<file path="src/rtl/dmem_arb_pkg.sv">
// Shared types and constants for the data-memory arbiter (states, grant codes, access sizes).
package dmem_arb_pkg;

  typedef enum logic {
    ARB_OPEN   = 1'b0,
    ARB_LOCKED = 1'b1
  } arb_state_e;

  typedef enum logic [1:0] {
    GNT_NONE = 2'd0,
    GNT_CORE = 2'd1,
    GNT_DBG  = 2'd2
  } grant_e;

  // Access size/sign codes, identical to the encoding data_mem decodes.
  localparam logic [2:0] F3_B  = 3'b000;
  localparam logic [2:0] F3_H  = 3'b001;
  localparam logic [2:0] F3_W  = 3'b010;
  localparam logic [2:0] F3_BU = 3'b100;
  localparam logic [2:0] F3_HU = 3'b101;

endpackage

</file>
<file path="src/rtl/dmem_arb_if.sv">
// One requester port of the data-memory arbiter: valid/ready request plus one-cycle-later read return.
interface dmem_arb_if #(
  parameter int unsigned ADDR_W = 32,
  parameter int unsigned DATA_W = 32
);
  logic              valid;
  logic              ready;
  logic              we;
  logic [ADDR_W-1:0] addr;
  logic [DATA_W-1:0] wdata;
  logic [2:0]        funct3;
  logic              rvalid;
  logic [DATA_W-1:0] rdata;

  modport master (
    output valid, we, addr, wdata, funct3,
    input  ready, rvalid, rdata
  );

  modport slave (
    input  valid, we, addr, wdata, funct3,
    output ready, rvalid, rdata
  );
endinterface

</file>
<file path="src/rtl/dmem_arb_pick.sv">
// Combinational grant selection for the data-memory arbiter.
// DMEM_ARB_RR_EN defined: OPEN-state ties alternate away from last_grant; otherwise core wins ties.
module dmem_arb_pick
  import dmem_arb_pkg::*;
(
  input  logic       core_valid,
  input  logic       dbg_valid,
  input  arb_state_e state,
  input  grant_e     last_grant,
  output grant_e     grant,
  output grant_e     last_grant_nxt
);

  always_comb begin
    grant = GNT_NONE;
    if (state == ARB_LOCKED) begin
      // The host owns the memory outright while locked.
      if (dbg_valid) begin
        grant = GNT_DBG;
      end
    end else if (core_valid && dbg_valid) begin
`ifdef DMEM_ARB_RR_EN
      if (last_grant == GNT_CORE) begin
        grant = GNT_DBG;
      end else begin
        grant = GNT_CORE;
      end
`else
      grant = GNT_CORE;
`endif
    end else if (core_valid) begin
      grant = GNT_CORE;
    end else if (dbg_valid) begin
      grant = GNT_DBG;
    end
  end

  always_comb begin
    last_grant_nxt = last_grant;
    if (grant != GNT_NONE) begin
      last_grant_nxt = grant;
    end
  end

endmodule

</file>
<file path="src/rtl/dmem_arbiter.sv">
// Shares the single-ported data memory between the core load/store path and the debug host,
// with a host lock bounded by a watchdog. Tie policy selected by DMEM_ARB_RR_EN (see dmem_arb_pick).
module dmem_arbiter
  import dmem_arb_pkg::*;
#(
  parameter int unsigned ADDR_W   = 32,
  parameter int unsigned DATA_W   = 32,
  parameter int unsigned LOCK_MAX = 256
) (
  input  logic              clk,
  input  logic              reset,
  dmem_arb_if.slave         core,
  dmem_arb_if.slave         dbg,
  input  logic              dbg_lock,
  output logic              lock_timeout,
  output logic [ADDR_W-1:0] mem_addr,
  output logic [DATA_W-1:0] mem_wdata,
  output logic [2:0]        mem_funct3,
  output logic              mem_we,
  input  logic [DATA_W-1:0] mem_rdata
);

  localparam int unsigned CNT_W = $clog2(LOCK_MAX + 1);

  arb_state_e       state;
  arb_state_e       state_nxt;
  grant_e           last_grant;
  grant_e           last_grant_nxt;
  grant_e           pick_grant;
  grant_e           grant;
  logic [CNT_W-1:0] lock_cnt;
  logic [CNT_W-1:0] lock_cnt_nxt;
  logic             lock_block;
  logic             lock_block_nxt;
  logic             lock_timeout_nxt;
  logic             core_load_c;
  logic             dbg_load_c;

  dmem_arb_pick u_pick (
    .core_valid     (core.valid),
    .dbg_valid      (dbg.valid),
    .state          (state),
    .last_grant     (last_grant),
    .grant          (pick_grant),
    .last_grant_nxt (last_grant_nxt)
  );

  // Nothing is accepted while reset is asserted.
  always_comb begin
    grant = GNT_NONE;
    if (reset) begin
      grant = pick_grant;
    end
  end

  assign core.ready  = (grant == GNT_CORE);
  assign dbg.ready   = (grant == GNT_DBG);
  assign core_load_c = (grant == GNT_CORE) && !core.we;
  assign dbg_load_c  = (grant == GNT_DBG) && !dbg.we;

  // Memory side follows the granted requester; idle bus is all zeros.
  always_comb begin
    mem_we     = 1'b0;
    mem_addr   = '0;
    mem_wdata  = '0;
    mem_funct3 = 3'b000;
    case (grant)
      GNT_CORE: begin
        mem_we     = core.we;
        mem_addr   = core.addr;
        mem_wdata  = core.wdata;
        mem_funct3 = core.funct3;
      end
      GNT_DBG: begin
        mem_we     = dbg.we;
        mem_addr   = dbg.addr;
        mem_wdata  = dbg.wdata;
        mem_funct3 = dbg.funct3;
      end
      default: ;
    endcase
  end

  always_ff @(posedge clk) begin
    if (!reset) begin
      state        <= ARB_OPEN;
      last_grant   <= GNT_DBG;
      lock_cnt     <= '0;
      lock_block   <= 1'b0;
      lock_timeout <= 1'b0;
    end else begin
      state        <= state_nxt;
      last_grant   <= last_grant_nxt;
      lock_cnt     <= lock_cnt_nxt;
      lock_block   <= lock_block_nxt;
      lock_timeout <= lock_timeout_nxt;
    end
  end

  // Lock FSM; re-entry stays blocked after a forced release until dbg_lock is seen low.
  always_comb begin
    state_nxt        = state;
    lock_cnt_nxt     = lock_cnt;
    lock_block_nxt   = lock_block && dbg_lock;
    lock_timeout_nxt = lock_timeout;
    case (state)
      ARB_OPEN: begin
        lock_cnt_nxt = '0;
        if ((grant == GNT_DBG) && dbg_lock && !lock_block) begin
          state_nxt    = ARB_LOCKED;
          lock_cnt_nxt = CNT_W'(1);
        end
      end
      ARB_LOCKED: begin
        if (!dbg_lock) begin
          state_nxt    = ARB_OPEN;
          lock_cnt_nxt = '0;
        end else if (lock_cnt == CNT_W'(LOCK_MAX)) begin
          state_nxt        = ARB_OPEN;
          lock_cnt_nxt     = '0;
          lock_timeout_nxt = 1'b1;
          lock_block_nxt   = 1'b1;
        end else begin
          lock_cnt_nxt = lock_cnt + CNT_W'(1);
        end
      end
      default: begin
        state_nxt    = ARB_OPEN;
        lock_cnt_nxt = '0;
      end
    endcase
  end

  // Load data captured at the accept edge; rvalid pulses for exactly the following cycle.
  always_ff @(posedge clk) begin
    if (!reset) begin
      core.rvalid <= 1'b0;
      core.rdata  <= '0;
      dbg.rvalid  <= 1'b0;
      dbg.rdata   <= '0;
    end else begin
      core.rvalid <= core_load_c;
      dbg.rvalid  <= dbg_load_c;
      if (core_load_c) begin
        core.rdata <= mem_rdata;
      end
      if (dbg_load_c) begin
        dbg.rdata <= mem_rdata;
      end
    end
  end

endmodule

</file>
<file path="src/flat_wrapper.sv">
// flat-port wrapper written by rule: the top's interface ports become plain ports
module dmem_arbiter_flat import dmem_arb_pkg::*;
#(
  parameter int unsigned ADDR_W   = 32,
  parameter int unsigned DATA_W   = 32,
  parameter int unsigned LOCK_MAX = 256
)
  (clk, reset, dbg_lock, lock_timeout, mem_addr, mem_wdata, mem_funct3, mem_we, mem_rdata, core_valid, core_we, core_addr, core_wdata, core_funct3, core_ready, core_rvalid, core_rdata, dbg_valid, dbg_we, dbg_addr, dbg_wdata, dbg_funct3, dbg_ready, dbg_rvalid, dbg_rdata);
  dmem_arb_if #(.ADDR_W(ADDR_W), .DATA_W(DATA_W)) core_i ();
  dmem_arb_if #(.ADDR_W(ADDR_W), .DATA_W(DATA_W)) dbg_i ();
  input  logic clk;
  input  logic reset;
  input  logic dbg_lock;
  output logic lock_timeout;
  output logic [ADDR_W-1:0] mem_addr;
  output logic [DATA_W-1:0] mem_wdata;
  output logic [2:0] mem_funct3;
  output logic mem_we;
  input  logic [DATA_W-1:0] mem_rdata;
  input wire logic [$bits(core_i.valid)-1:0] core_valid;
  input wire logic [$bits(core_i.we)-1:0] core_we;
  input wire logic [$bits(core_i.addr)-1:0] core_addr;
  input wire logic [$bits(core_i.wdata)-1:0] core_wdata;
  input wire logic [$bits(core_i.funct3)-1:0] core_funct3;
  output wire logic [$bits(core_i.ready)-1:0] core_ready;
  output wire logic [$bits(core_i.rvalid)-1:0] core_rvalid;
  output wire logic [$bits(core_i.rdata)-1:0] core_rdata;
  input wire logic [$bits(dbg_i.valid)-1:0] dbg_valid;
  input wire logic [$bits(dbg_i.we)-1:0] dbg_we;
  input wire logic [$bits(dbg_i.addr)-1:0] dbg_addr;
  input wire logic [$bits(dbg_i.wdata)-1:0] dbg_wdata;
  input wire logic [$bits(dbg_i.funct3)-1:0] dbg_funct3;
  output wire logic [$bits(dbg_i.ready)-1:0] dbg_ready;
  output wire logic [$bits(dbg_i.rvalid)-1:0] dbg_rvalid;
  output wire logic [$bits(dbg_i.rdata)-1:0] dbg_rdata;
  assign core_i.valid = core_valid;
  assign core_i.we = core_we;
  assign core_i.addr = core_addr;
  assign core_i.wdata = core_wdata;
  assign core_i.funct3 = core_funct3;
  assign core_ready = core_i.ready;
  assign core_rvalid = core_i.rvalid;
  assign core_rdata = core_i.rdata;
  assign dbg_i.valid = dbg_valid;
  assign dbg_i.we = dbg_we;
  assign dbg_i.addr = dbg_addr;
  assign dbg_i.wdata = dbg_wdata;
  assign dbg_i.funct3 = dbg_funct3;
  assign dbg_ready = dbg_i.ready;
  assign dbg_rvalid = dbg_i.rvalid;
  assign dbg_rdata = dbg_i.rdata;
  dmem_arbiter #(.ADDR_W(ADDR_W), .DATA_W(DATA_W), .LOCK_MAX(LOCK_MAX)) u_core (.clk(clk), .reset(reset), .core(core_i), .dbg(dbg_i), .dbg_lock(dbg_lock), .lock_timeout(lock_timeout), .mem_addr(mem_addr), .mem_wdata(mem_wdata), .mem_funct3(mem_funct3), .mem_we(mem_we), .mem_rdata(mem_rdata));
endmodule
</file>
<file path="config.mk">
export PLATFORM = sky130hd
export DESIGN_NAME = dmem_arbiter_flat
export DESIGN_NICKNAME = d
export VERILOG_FILES = /design/src/rtl/dmem_arb_pkg.sv /design/src/rtl/dmem_arb_if.sv /design/src/rtl/dmem_arb_pick.sv /design/src/rtl/dmem_arbiter.sv /design/src/flat_wrapper.sv
export SDC_FILE = /design/constraint.sdc
export NUM_CORES = 1
export LEC_CHECK = 0
export BUFFER_PORTS_ARGS = -buffer_cell sky130_fd_sc_hd__buf_4
export CAP_MARGIN = 20
export CORE_AREA = 4 4 119 121
export DETAILED_ROUTE_END_ITERATION = 16
export DIE_AREA = 0 0 123 125
export PLACE_DENSITY_LB_ADDON = 0.25
export SKIP_LAST_GASP = 1
export SYNTH_ARGS = -nofsm -noshare
export SYNTH_HDL_FRONTEND = slang
export SYNTH_SLANG_ARGS = --single-unit
</file>
<file path="constraint.sdc">
create_clock -name clk -period 2.8 [get_ports clk]
set_input_delay 0.28 -clock clk [delete_from_list [all_inputs] [get_ports clk]]
set_output_delay 0.28 -clock clk [all_outputs]
set_load 0.03 [all_outputs]
</file>
**Word-level counts from Yosys, hierarchy flattened**

Cells that the tools add are included.

- Flip-flop bits (word level): 78
- Bits in latches: 0
- RAM bits: 0
- Bits in read-only memories: 0
- Input port bits: 173
- Output and inout bits: 137
- Word-level logic and storage cells: 43
- Memories: 0

- $add $sub $neg: 1
- Multipliers: 0
- Divide/modulo/power cells: 0
- Magnitude comparators: 0
- Eq/ne operators: 3
- Shifts and indexed selects: 0
- Multiplexer cells: 20
- Bitwise gates (word level): 1
- Reduce and logical (&&, ||, !) cells: 10

Operator list:

| kind | number |
|---|---|
| $pmux W32 S2 | 2 |
| $mux W9 | 2 |
| $pmux W9 S2 | 1 |
| $mux W2 | 5 |
| $add A9 B1 Y9 const B | 1 |
| $eq A9 B9 Y1 const B | 1 |
| $mux W1 | 7 |
| $logic_and A1 B1 Y1 | 6 |
| $pmux W3 S2 | 1 |
| $pmux W1 S2 | 2 |
| $logic_not A1 Y1 | 3 |
| $reduce_and A3 Y1 | 1 |
| $eq A2 B1 Y1 const B | 1 |
| $eq A2 B2 Y1 const B | 1 |
| $not A1 Y1 | 1 |

**Longest topological paths before layout**

Gate-level depths: netlist (run 1).

- Depth after elaboration: 10
- Mapped depth: 12
- Mapped depth without buffers: 7

**By module**

From an unflattened synthesis (run 1), not the netlist that was laid out.

- Cell total of the unflattened synthesis: 521
- Area, all modules: 3963.8 um^2

Modules (own cells, without submodules):

| module | instances | cells an instance | area an instance (um^2) | sequential area each (um^2) |
|---|---|---|---|---|
| dmem_arbiter | 1 | 514 | 3918.8 | 1601.5 |
| dmem_arb_pick | 1 | 7 | 45.0 | 0.0 |

**Least setup slack after synthesis (run 1)**

OpenSTA, ideal clock, no wires.

- Kind: register -> output
- Start: register u_core.state
- End: output mem_wdata[6]
- Data arrival time: 2.447 ns
- Required time: 2.520 ns
- Path slack: 0.073 ns
- Stages on the path, launching flop included: 12
- Path buffers: 6
- Path through: dfxtp_1 -> nand2b_1 -> buf_2 -> buf_4 -> buf_6 -> nor2_1 -> ha_1 -> buf_2 -> buf_4 -> clkbuf_1 -> a32oi_1 -> nor2_1

- Word-level cells in the longest chain between the ends: 4
- Elaborated cells between the ends (all ways): 5
- Classes of those cells: eq/ne (2); mux (3)

Ends and longest elaborated chain:

| what | line | text |
|---|---|---|
| from (decl) | dmem_arbiter.sv:25 | `arb_state_e state;` |
| from (signal assigned) | dmem_arbiter.sv:92 | `state <= state_nxt;` |
| $mux W2 | dmem_arb_pick.sv:16 | `if (state == ARB_LOCKED) begin` |
| $mux W2 | dmem_arbiter.sv:51 | `if (reset) begin` |
| $eq A2 B1 Y1 | - |  |
| named net core_ready | flat_wrapper.sv:25 | `output wire logic [$bits(core_i.ready)-1:0] core_ready;` |
| $pmux W32 S2 | dmem_arbiter.sv:67 | `case (grant)` |
| to (decl) | flat_wrapper.sv:16 | `output logic [DATA_W-1:0] mem_wdata;` |

The timed path passes the listed nets, and every way through them passes these cells.

**Worst setup path after layout (run 1)**

- Start: register u_core.state
- End: output mem_funct3[1]

- Word-level cells in the longest chain between the ends: 4
- Elaborated cells between the ends (all ways): 5
- Classes of those cells: eq/ne (2); mux (3)

Ends and longest elaborated chain:

| what | line | text |
|---|---|---|
| $mux W2 * | dmem_arb_pick.sv:16 |  |
| $mux W2 * | dmem_arbiter.sv:51 |  |
| $eq A2 B2 Y1 or $eq A2 B1 Y1 (tied branches) | dmem_arbiter.sv:67 |  |
| $pmux W3 S2 * | dmem_arbiter.sv:67 |  |
| to (decl) | flat_wrapper.sv:17 | `output logic [2:0] mem_funct3;` |

Every way passes the cells marked *; elsewhere a longest branch is shown, timed or not.

==> results of run 1 <==
==> synthesized netlist by cell type, types with 3 or more instances <==
library cell / count
sky130_fd_sc_hd__clkbuf_1: 20
sky130_fd_sc_hd__nor2_1: 76
sky130_fd_sc_hd__buf_4: 3
sky130_fd_sc_hd__buf_1: 3
sky130_fd_sc_hd__buf_2: 23
sky130_fd_sc_hd__o21ai_0: 6
sky130_fd_sc_hd__dfxtp_1: 78
sky130_fd_sc_hd__nand3_1: 5
sky130_fd_sc_hd__buf_6: 7
sky130_fd_sc_hd__or3_1: 4
sky130_fd_sc_hd__nand2b_1: 3
sky130_fd_sc_hd__a32oi_1: 66
sky130_fd_sc_hd__a21oi_1: 68
sky130_fd_sc_hd__ha_1: 4
sky130_fd_sc_hd__inv_1: 7
sky130_fd_sc_hd__nand2_1: 134
==> registers in the layout, indices dropped and copies added, names as in the netlist <==
| name | flops |
|---|---|
| u_core.state | 1 |
| u_core.lock_block | 1 |
| u_core.core.rvalid | 1 |
| u_core.dbg.rdata | 32 |
| u_core.lock_timeout | 1 |
| u_core.lock_cnt | 9 |
| u_core.dbg.rvalid | 1 |
| u_core.core.rdata | 32 |
==> power by group through the flow <==
stage          combinational (W)  clock [W]  sequential, W
2_1_floorplan           0.000273          0        0.00122
3_3_place_gp            0.000662          0        0.00117
3_5_place_dp            0.000670          0        0.00117
4_1_cts                 0.000672    0.00114        0.00115
5_1_grt                 0.000714    0.00119        0.00115
6_report                0.000672    0.00110        0.00115
==> cells by family after synthesis <==
kind of cell	synth area share, %
flops	40.4
fa+ha+maj	1.30
buf+inv	8.52
simple gates	23.8
xor+xnor	0.681
compound gates	25.3
==> metal layers <==
| layer | routed length (um) | share of wire (%) |
|---|---|---|
| met1 | 6930 | 39 |
| met5 | 13 | 0.072 |
| met3 | 1530 | 8.5 |
| met2 | 8990 | 50 |
| met4 | 495 | 2.8 |
==> path summary, 6_finish.rpt <==
path / startpoint / endpoint / slack [ps] / cells past startpoint
setup reg to reg: u_core.state / u_core.core.rdata[20] / 760 / 7
hold reg to reg: u_core.core.rdata[10] / u_core.core.rdata[10] / 450 / 2
setup / recovery: u_core.state / mem_funct3[1] / 320 / 7
hold / removal: mem_rdata[21] / u_core.core.rdata[21] / 210 / 3
==> worst max-delay path, delay by kind of cell, from the launching register on <==
kind,cells,cell delay [ps]
AO/OA/AOI/OAI,1,80
adder cells (fa/ha/maj),1,400
buffers and inverters,2,440
flip-flops,1,320
AND/OR/NAND/NOR,3,630
==> stage by stage <==
step / area [um2] / std cells / power, W
after floorplan: 3860 / 522 / 0.00149
after global placement: 6220 / 964 / 0.00183
after detailed placement: 6220 / 964 / 0.00184
after CTS: 6500 / 980 / 0.00296
after global routing: 6510 / 980 / 0.00305
final: 6510 / 980 / 0.00292
==> timing repair <==
| action | CTS | global route |
|---|---|---|
| setup buffers | 0 | 0 |
| endpoints found under the hold margin | 0 | 0 |
| endpoints found under the setup margin | 0 | 1 |
| resized for setup | 0 | 1 |
==> area by class of cell <==
type	instances	share of cell area, %
Timing Repair Buffer	322	37.3
Multi-Input combinational cell	381	30.6
Sequential cell	78	24.0
Clock buffer	12	3.63
Tap cell	176	3.38
Clock inverter	4	0.730
Inverter	7	0.403
==> metrics.csv, run 1 <==
metric;value;unit
run_status;completed;
finalHoldViolCount;0;
fin_hold_ws;209;ps
numCtsBuffers;9;
clock_tree.root_cell;sky130_fd_sc_hd__clkbuf_16;
gp_congestion;0.961;
cts.sink_count;78;
critPathSlowestCell;sky130_fd_sc_hd__ha_4;
crit_path_frequent_cell;sky130_fd_sc_hd__nor2_1;
synth.lib_cells_used.distinct;26;
synthCells;522;
power_density;449;nW/um2
power.combinational.fraction;23.0;%
gr-usage-met2;37.3;%
synth-edff-count;0;
cp_max_fo;32;
port_buffers;309;
global_route.peak_usage_layer;met2;
worst_ep_arrival_time;2200;ps
wire_length_of_the_first_global_routing_pass;26500;um
ys_async_sr_fraction;0;%
min_period;2480;ps
via_count_of_the_first_global_routing_pass;4706;
netSwitchingPower;0.000803;W
yosys_register_bits;78;
layout.cells.most_common_list;321 x sky130_fd_sc_hd__buf_4, 134 x sky130_fd_sc_hd__nand2_1, 78 x sky130_fd_sc_hd__dfxtp_1;
yosys.area.top_type;sky130_fd_sc_hd__dfxtp_1;
timing.max_cap.violations;0;
clk_latency;320;ps
period_share;88.6;%
ys_warn_count;0;
grt_antenna_before_repair;1;
setup.worst_path.class;reg -> out;
start_kind;flip-flop;
layout.cells.most_common;sky130_fd_sc_hd__buf_4;
die-area;15400;um2
min-delay-path-class;in -> reg;
maximum_number_of_pins_on_one_net_before_global_route_repair;67;
max_stage_delay;400;ps
seq_total_area_yosys;40.4;%
met3_usage;4.61;%
timing.max_slew.rel_slack;54.2;%
vias;5014;
wirelength;18000;um
htree_num_levels;3;
ff_latch_area;1560;um2
first_pass_iters;5;
ys_top_cells_by_area;sky130_fd_sc_hd__dfxtp_1 40%, sky130_fd_sc_hd__a32oi_1 15%, sky130_fd_sc_hd__nand2_1 13%, sky130_fd_sc_hd__a21oi_1 8.8%, sky130_fd_sc_hd__nor2_1 7.4%;
grt_util_met1;27.4;%
vias_per_cell;5.12;
avgRoutedWirePerCell;18.3;um
synthToLayoutAreaGrowth;68.7;%
worst_slack;319;ps
clk_pin_slew;60;ps
transition_time_at_the_pin_with_the_least_slew_margin;687;ps
num-nets-final;976;
grt_setup_unrepaired;false;
layout-drive-gt1-share;42.5;%
core_box_area;13100;um2
grtUsageTotal;22.1;%
combined_area_of_all_synthesized_cells;3860;um2
place_hpwl;14200;um
final.fill_count;1290;
clock_power_share;37.8;%
fin_worst_skew;2.39;ps
drtAntennaViolNets;0;
yosysTopAreaCellShare;40.4;%
die_w;123;um
tritoncts;done;
rows;42;
final_core_utilization;49.8;%
post_synth.cell_area_avg;7.40;um2
cellInternalPower;0.00212;W
cts_hold_repair.buffers;0;
path_cells;nand2b_2 > nor2_1 > ha_4 > buf_12 > a32oi_1 > nor2_1 > buf_4;
io_pins;310;
fmax;0.403;GHz
initialDrtViolationCount;365;
setup-tns-final;0;ps
final_max_slew_viol_count;0;
yosys_most_used_dff;sky130_fd_sc_hd__dfxtp_1;
cp-end-kind;output pin;
globalRoute.totalOverflow;0;
preCtsSetupSlack;471;ps
power.switching_fraction;27.5;%
finalSetupViolCount;0;
cp.required;2520;ps
num_antenna_cells;0;
clock_path_buffers;2;
leakage;2.84;nW
power.ir.vdd_worst;264;uV
multiInputGateArea;1990;um2
power.sequential.fraction;39.3;%
syn_nets;699;
chipHeight;125;um
drt_drc_violations_left;0;
initial_core_util;29.5;%
Power figures use the tool's default switching activity.
==> run 2, diff against run 1 <==
--- a/config.mk
+++ b/config.mk
@@ -7,11 +7,12 @@
 export LEC_CHECK = 0
 export BUFFER_PORTS_ARGS = -buffer_cell sky130_fd_sc_hd__buf_4
 export CAP_MARGIN = 20
-export CORE_AREA = 4 4 119 121
+export CORE_AREA = 4 4 118 120
 export DETAILED_ROUTE_END_ITERATION = 16
-export DIE_AREA = 0 0 123 125
+export DIE_AREA = 0 0 122 124
 export PLACE_DENSITY_LB_ADDON = 0.25
 export SKIP_LAST_GASP = 1
 export SYNTH_ARGS = -nofsm -noshare
 export SYNTH_HDL_FRONTEND = slang
+export SYNTH_HIERARCHICAL = 1
 export SYNTH_SLANG_ARGS = --single-unit
==> run 2 against run 1 <==
Against the previous run: final area is 1.1% higher; sequential power is essentially flat; non-clock buffer count is 2 lower; routed wire length decreased by 6.0%; area after synthesis up 0.81%; die area is 1.6% lower; critical path type unchanged; critical endpoint is now mem_addr[10]; highest routed layer unchanged.
==> metrics.csv, run 2 <==
metric;value;unit;change
ys_warn_count;6;;+6
numCtsBuffers;9;;unchanged
grtUsageTotal;21.1;%;-1.1 points
chipHeight;124;um;-0.80%
synthCells;513;;-1.7%
setup.reg_to_reg.worst_slack;640;ps;-120 ps
clk_latency;330;ps;about the same
timing.max_slew.rel_slack;62.4;%;+8.2 points
place_hpwl;13500;um;-5.0%
postCtsSetupRepairBufs;0;;unchanged
cts.sink_count;78;;unchanged
port_buffers;309;;unchanged
cp-end-kind;output pin;;
final.fill_count;1305;;+1.2%
run_status;completed;;
worst_ep_arrival_time;2280;ps;+80 ps
final_core_utilization;50.7;%;+0.94 points
dp_cells;962;;-0.21%
end_of_the_worst_register_to_register_path;u_core/core.rdata[1];;
ff_latch_area;1560;um2;unchanged
clk_pin_slew;50;ps;about the same
leakage;2.91;nW;+2.6%
cp.required;2520;ps;about the same
worstHoldEndpoint;u_core/dbg.rdata[18];;
transition_time_at_the_pin_with_the_least_slew_margin;564;ps;-123 ps
cp_max_fo;33;;+3.1%
hold_path.startpoint;mem_rdata[18];;
globalRoute.totalOverflow;0;;unchanged
die-area;15100;um2;-1.6%
initial_core_util;30.0;%;+0.48 points
htree_num_levels;3;;unchanged
cts_hold_repair.buffers;0;;unchanged
finalNonFillerCells;976;;-0.41%
period_share;91.4;%;+2.8 points
via_count_of_the_first_global_routing_pass;4732;;+0.55%
tritoncts;done;;
reg2reg_depth;9;;+2
rows;42;;unchanged
multiInputGateArea;2100;um2;+5.5%
hold_path_depth;3;;unchanged
critical_path.reg2reg.startpoint;u_core/state;;
fmax;0.391;GHz;-3.0%
clock_path_buffers;2;;unchanged
setup-tns-final;0;ps;unchanged
power.ir.vdd_worst;232;uV;-12%
drtAntennaViolNets;0;;unchanged
clock_tree.root_cell;sky130_fd_sc_hd__clkbuf_16;;
syn_nets;690;;-1.3%
layout.cells.most_common;sky130_fd_sc_hd__buf_4;;
layout-drive-gt1-share;42.9;%;+0.39 points
avgRoutedWirePerCell;17.3;um;-5.6%
power_density;420;nW/um2;-6.4%
layout.cells.most_common_list;318 x sky130_fd_sc_hd__buf_4, 134 x sky130_fd_sc_hd__nand2_1, 78 x sky130_fd_sc_hd__dfxtp_1;;
drt_drc_violations_left;0;;unchanged
path_cells;nand2b_4 > and2_4 > nand2_1 > inv_1 > ha_2 > buf_12 > a22oi_1 > nor2_1 > buf_4;;
setup.worst_path.class;reg -> out;;
timing.max_cap.violations;0;;unchanged
post_synth.cell_area_avg;7.59;um2;+2.6%
core_box_area;13000;um2;-0.80%
cpLargestDelayFamily;simple AND/OR/NAND/NOR gates;;
num-nets-final;974;;-0.20%
start_kind;flip-flop;;
synthToLayoutAreaGrowth;69.1;%;
critPathSlowestCell;sky130_fd_sc_hd__ha_2;;
grt_setup_unrepaired;false;;
gp_congestion;0.924;;-3.8%
maximum_number_of_pins_on_one_net_before_global_route_repair;68;;+1.5%
grt_antenna_before_repair;1;;unchanged
wirelength;16900;um;-6.0%
wp_buf_inv;3;;+1
vias_per_cell;4.83;;-5.6%
min-delay-path-class;in -> reg;;
reg_top3;u_core/core.rdata x32, u_core/dbg.rdata x32, u_core/lock_cnt x9;;
wire_length_of_the_first_global_routing_pass;24500;um;-7.6%
combined_area_of_all_synthesized_cells;3890;um2;+0.81%
first_pass_iters;4;;-1
final_max_slew_viol_count;0;;unchanged
io_pins;310;;unchanged
fin_worst_skew;7.28;ps;+4.89 ps
die_w;122;um;-0.81%
cts_resized;0;;unchanged
max_stage_delay;430;ps;+30 ps
min_period;2560;ps;+77.5 ps
initialDrtViolationCount;324;;-11%
finalSetupViolCount;0;;unchanged
finalHoldViolCount;0;;unchanged
vias;4713;;-6.0%
## run 2: cell count changes in the layout (fill, tap and decap cells not counted), sizes merged, moves of 3 or more
cell,change
nor2,-3
a21oi,-64
a21boi,+64
a32oi,-66
a22oi,+66
and2,+3
## run 2: cell type report
type	instances	area share [%]
multi-input combinational	381	31.9
timing repair buffer	320	36.9
clock inverter	2	0.190
inverter	7	0.399
antenna	1	0.0380
clock buffer	11	3.54
sequential	78	23.7
tap	176	3.35
## run 2: routing by layer
metal | share of wire [%] | vias to the layer above | GRT usage (%) | wire [um]
li1 | - | 2299 | - | -
met1 | 36 | 2151 | 22.7 | 6130
met2 | 50 | 225 | 36.9 | 8500
met3 | 9.8 | 36 | 7.36 | 1660
met4 | 3.5 | 2 | 10.2 | 587
met5 | 0.10 | - | 0 | 17
## run 2: worst max-delay path by stage
| stage | start | end | slack [ps] | cells after the start |
|---|---|---|---|---|
| after CTS | u_core/state | mem_addr[10] | 210 | 9 |
| after detailed placement | u_core/state | mem_addr[10] | 570 | 9 |
| after floorplan | reset | mem_addr[10] | 300 | 9 |
| final | u_core/state | mem_addr[10] | 240 | 9 |
| after global placement | u_core/state | mem_addr[10] | 620 | 9 |
| after global routing | u_core/state | mem_addr[10] | 120 | 9 |
## run 2: worst min-delay path: stages
cell                       delay, ps
sky130_fd_sc_hd__buf_4           110
sky130_fd_sc_hd__nand2_1          50
sky130_fd_sc_hd__a21boi_1         50
## run 2: metrics by stage
stage	hold slack, ps	instance area [um2]	power (W)	worst slack, ps
2_1_floorplan	415	3890	0.00146	297
3_3_place_gp	441	6330	0.00179	616
3_5_place_dp	450	6330	0.00180	573
4_1_cts	192	6580	0.00280	208
5_1_grt	206	6580	0.00289	123
6_report	207	6580	0.00277	242
## run 2: power by group
group	internal (W)	leakage (nW)	total [W]	switching, W
Sequential	0.00113	0.631	0.00115	0.0000135
Clock	0.000583	0.117	0.000999	0.000416
Combinational	0.000296	2.16	0.000619	0.000322
==> run 3, diff against run 2 <==
--- a/config.mk
+++ b/config.mk
@@ -10,7 +10,7 @@
 export CORE_AREA = 4 4 118 120
 export DETAILED_ROUTE_END_ITERATION = 16
 export DIE_AREA = 0 0 122 124
-export PLACE_DENSITY_LB_ADDON = 0.25
+export PLACE_DENSITY_LB_ADDON = 0.3
 export SKIP_LAST_GASP = 1
 export SYNTH_ARGS = -nofsm -noshare
 export SYNTH_HDL_FRONTEND = slang
==> run 3 against run 2 <==
Against the previous run: final area grew 0.82%; fmax down 3.4%; die area is the same; final cell count is 0.10% lower; critical path depth unchanged; combinational power rose by 2%; power rose by 4.1%; sequential share of layout area shrank 0.19 points; via count down 3.5%; sequential power barely moved; clock power up 10%.
==> metrics.csv, run 3 (synthesis results as in run 2) <==
metric;value;unit;change
run_status;completed;;
grtUsageTotal;20.8;%;-0.30 points
power.ir.vdd_worst;219;uV;-5.7%
place_hpwl;13100;um;-3.1%
synthToLayoutAreaGrowth;70.5;%;
cts_hold_repair.buffers;0;;unchanged
min_period;2650;ps;+89.9 ps
transition_time_at_the_pin_with_the_least_slew_margin;567;ps;+2.95 ps
tritoncts;done;;
core_box_area;13000;um2;unchanged
final_max_slew_viol_count;0;;unchanged
setup-tns-final;0;ps;unchanged
numCtsBuffers;9;;unchanged
io_pins;310;;unchanged
critical_path.reg2reg.startpoint;u_core/state;;
chipHeight;124;um;unchanged
leakage;2.93;nW;+0.83%
finalSetupViolCount;0;;unchanged
gp_congestion;0.908;;-1.7%
clk_latency;330;ps;about the same
initialDrtViolationCount;249;;-23%
hold_path.startpoint;mem_rdata[28];;
p_total;0.00288;W;+4.1%
fin_worst_skew;5.30;ps;-1.98 ps
port_buffers;309;;unchanged
die_w;122;um;unchanged
timing.max_slew.rel_slack;62.2;%;-0.20 points
worst_ep_arrival_time;2370;ps;+90 ps
num-nets-final;973;;-0.10%
cp.required;2520;ps;about the same
reg_top3;u_core/core.rdata x32, u_core/dbg.rdata x32, u_core/lock_cnt x9;;
globalRoute.totalOverflow;0;;unchanged
grt_setup_unrepaired;false;;
wirelength;16800;um;-0.53%
rows;42;;unchanged
start_kind;flip-flop;;
num_antenna_cells;0;;-1
ff_latch_area;1560;um2;unchanged
avgRoutedWirePerCell;17.2;um;-0.42%
grt_antenna_before_repair;0;;-1
cp-end-kind;output pin;;
clk_pin_slew;60;ps;about the same
postCtsSetupRepairBufs;0;;unchanged
clock_path_buffers;2;;unchanged
timing.max_cap.violations;0;;unchanged
finalHoldViolCount;0;;unchanged
post_dp_cell_area;6360;um2;+0.47%
vias_per_cell;4.66;;-3.4%
vias;4548;;-3.5%
multiInputGateArea;2100;um2;unchanged
setup.worst_path.class;reg -> out;;
die-area;15100;um2;unchanged
layout-drive-gt1-share;42.8;%;-0.13 points
fin_hold_ws;200;ps;-7.40 ps
drtAntennaViolNets;0;;unchanged
final_core_utilization;51.1;%;+0.41 points
power_density;434;nW/um2;+3.2%
first_pass_iters;4;;unchanged
wire_length_of_the_first_global_routing_pass;24000;um;-1.8%
period_share;94.6;%;+3.2 points
final.fill_count;1316;;+0.84%
cts_resized;0;;unchanged
min-delay-path-class;in -> reg;;
layout.cells.most_common;sky130_fd_sc_hd__buf_4;;
fmax;0.378;GHz;-3.4%
clock_tree.root_cell;sky130_fd_sc_hd__clkbuf_16;;
cts.sink_count;78;;unchanged
maximum_number_of_pins_on_one_net_before_global_route_repair;72;;+5.9%
cp_max_fo;27;;-18%
stdcell_area;6640;um2;+0.82%
drt_drc_violations_left;0;;unchanged
startpoint;u_core/state;;
layout.cells.most_common_list;314 x sky130_fd_sc_hd__buf_4, 134 x sky130_fd_sc_hd__nand2_1, 78 x sky130_fd_sc_hd__dfxtp_1;;
via_count_of_the_first_global_routing_pass;4364;;-7.8%
initial_core_util;30.0;%;unchanged
htree_num_levels;3;;unchanged
-- run 3: cell type report --
class,count,share of cell area [%]
Tap cell,176,3.32
Sequential cell,78,23.5
Clock buffer,12,3.56
Inverter,7,0.396
Multi-Input combinational cell,381,31.6
Clock inverter,2,0.528
Timing Repair Buffer,319,37.0
-- run 3: per-stage QoR --
stage / worst slack, ps / std cells
2_1_floorplan: 297 / 513
3_3_place_gp: 534 / 961
3_5_place_dp: 528 / 961
4_1_cts: 162 / 975
5_1_grt: 1.57 / 975
6_report: 152 / 975
-- run 3: path summary, 6_finish.rpt --
| check | slack (ps) | to | depth (start not counted) |
|---|---|---|---|
| setup / recovery | 150 | mem_wdata[0] | 9 |
| hold / removal | 200 | u_core/core.rdata[28] | 3 |
| setup reg to reg | 600 | u_core/dbg.rdata[6] | 9 |
| hold reg to reg | 450 | u_core/core.rdata[25] | 2 |
-- run 3: power by group --
part	switching [W]	internal, W	total, W
Clock	0.000419	0.000679	0.00110
Combinational	0.000327	0.000305	0.000633
Sequential	0.0000127	0.00113	0.00115
-- run 3: layer usage --
layer  vias to the layer above  track usage (%)  wire [um]
met5                         -                0          0
met1                      2049             22.6       6120
met4                         0             8.40        469
met2                       186             35.3       8280
met3                        23             9.40       1930
li1                       2290                -          -
-- run 3: critical path, stage by stage (launching register included) --
cell,delay (ps)
sky130_fd_sc_hd__dfxtp_1,360
sky130_fd_sc_hd__nand2b_4,150
sky130_fd_sc_hd__and2_4,130
sky130_fd_sc_hd__nand2_1,60
sky130_fd_sc_hd__inv_1,60
sky130_fd_sc_hd__ha_2,500
sky130_fd_sc_hd__buf_12,240
sky130_fd_sc_hd__a22oi_1,100
sky130_fd_sc_hd__nor2_1,210
sky130_fd_sc_hd__buf_4,210
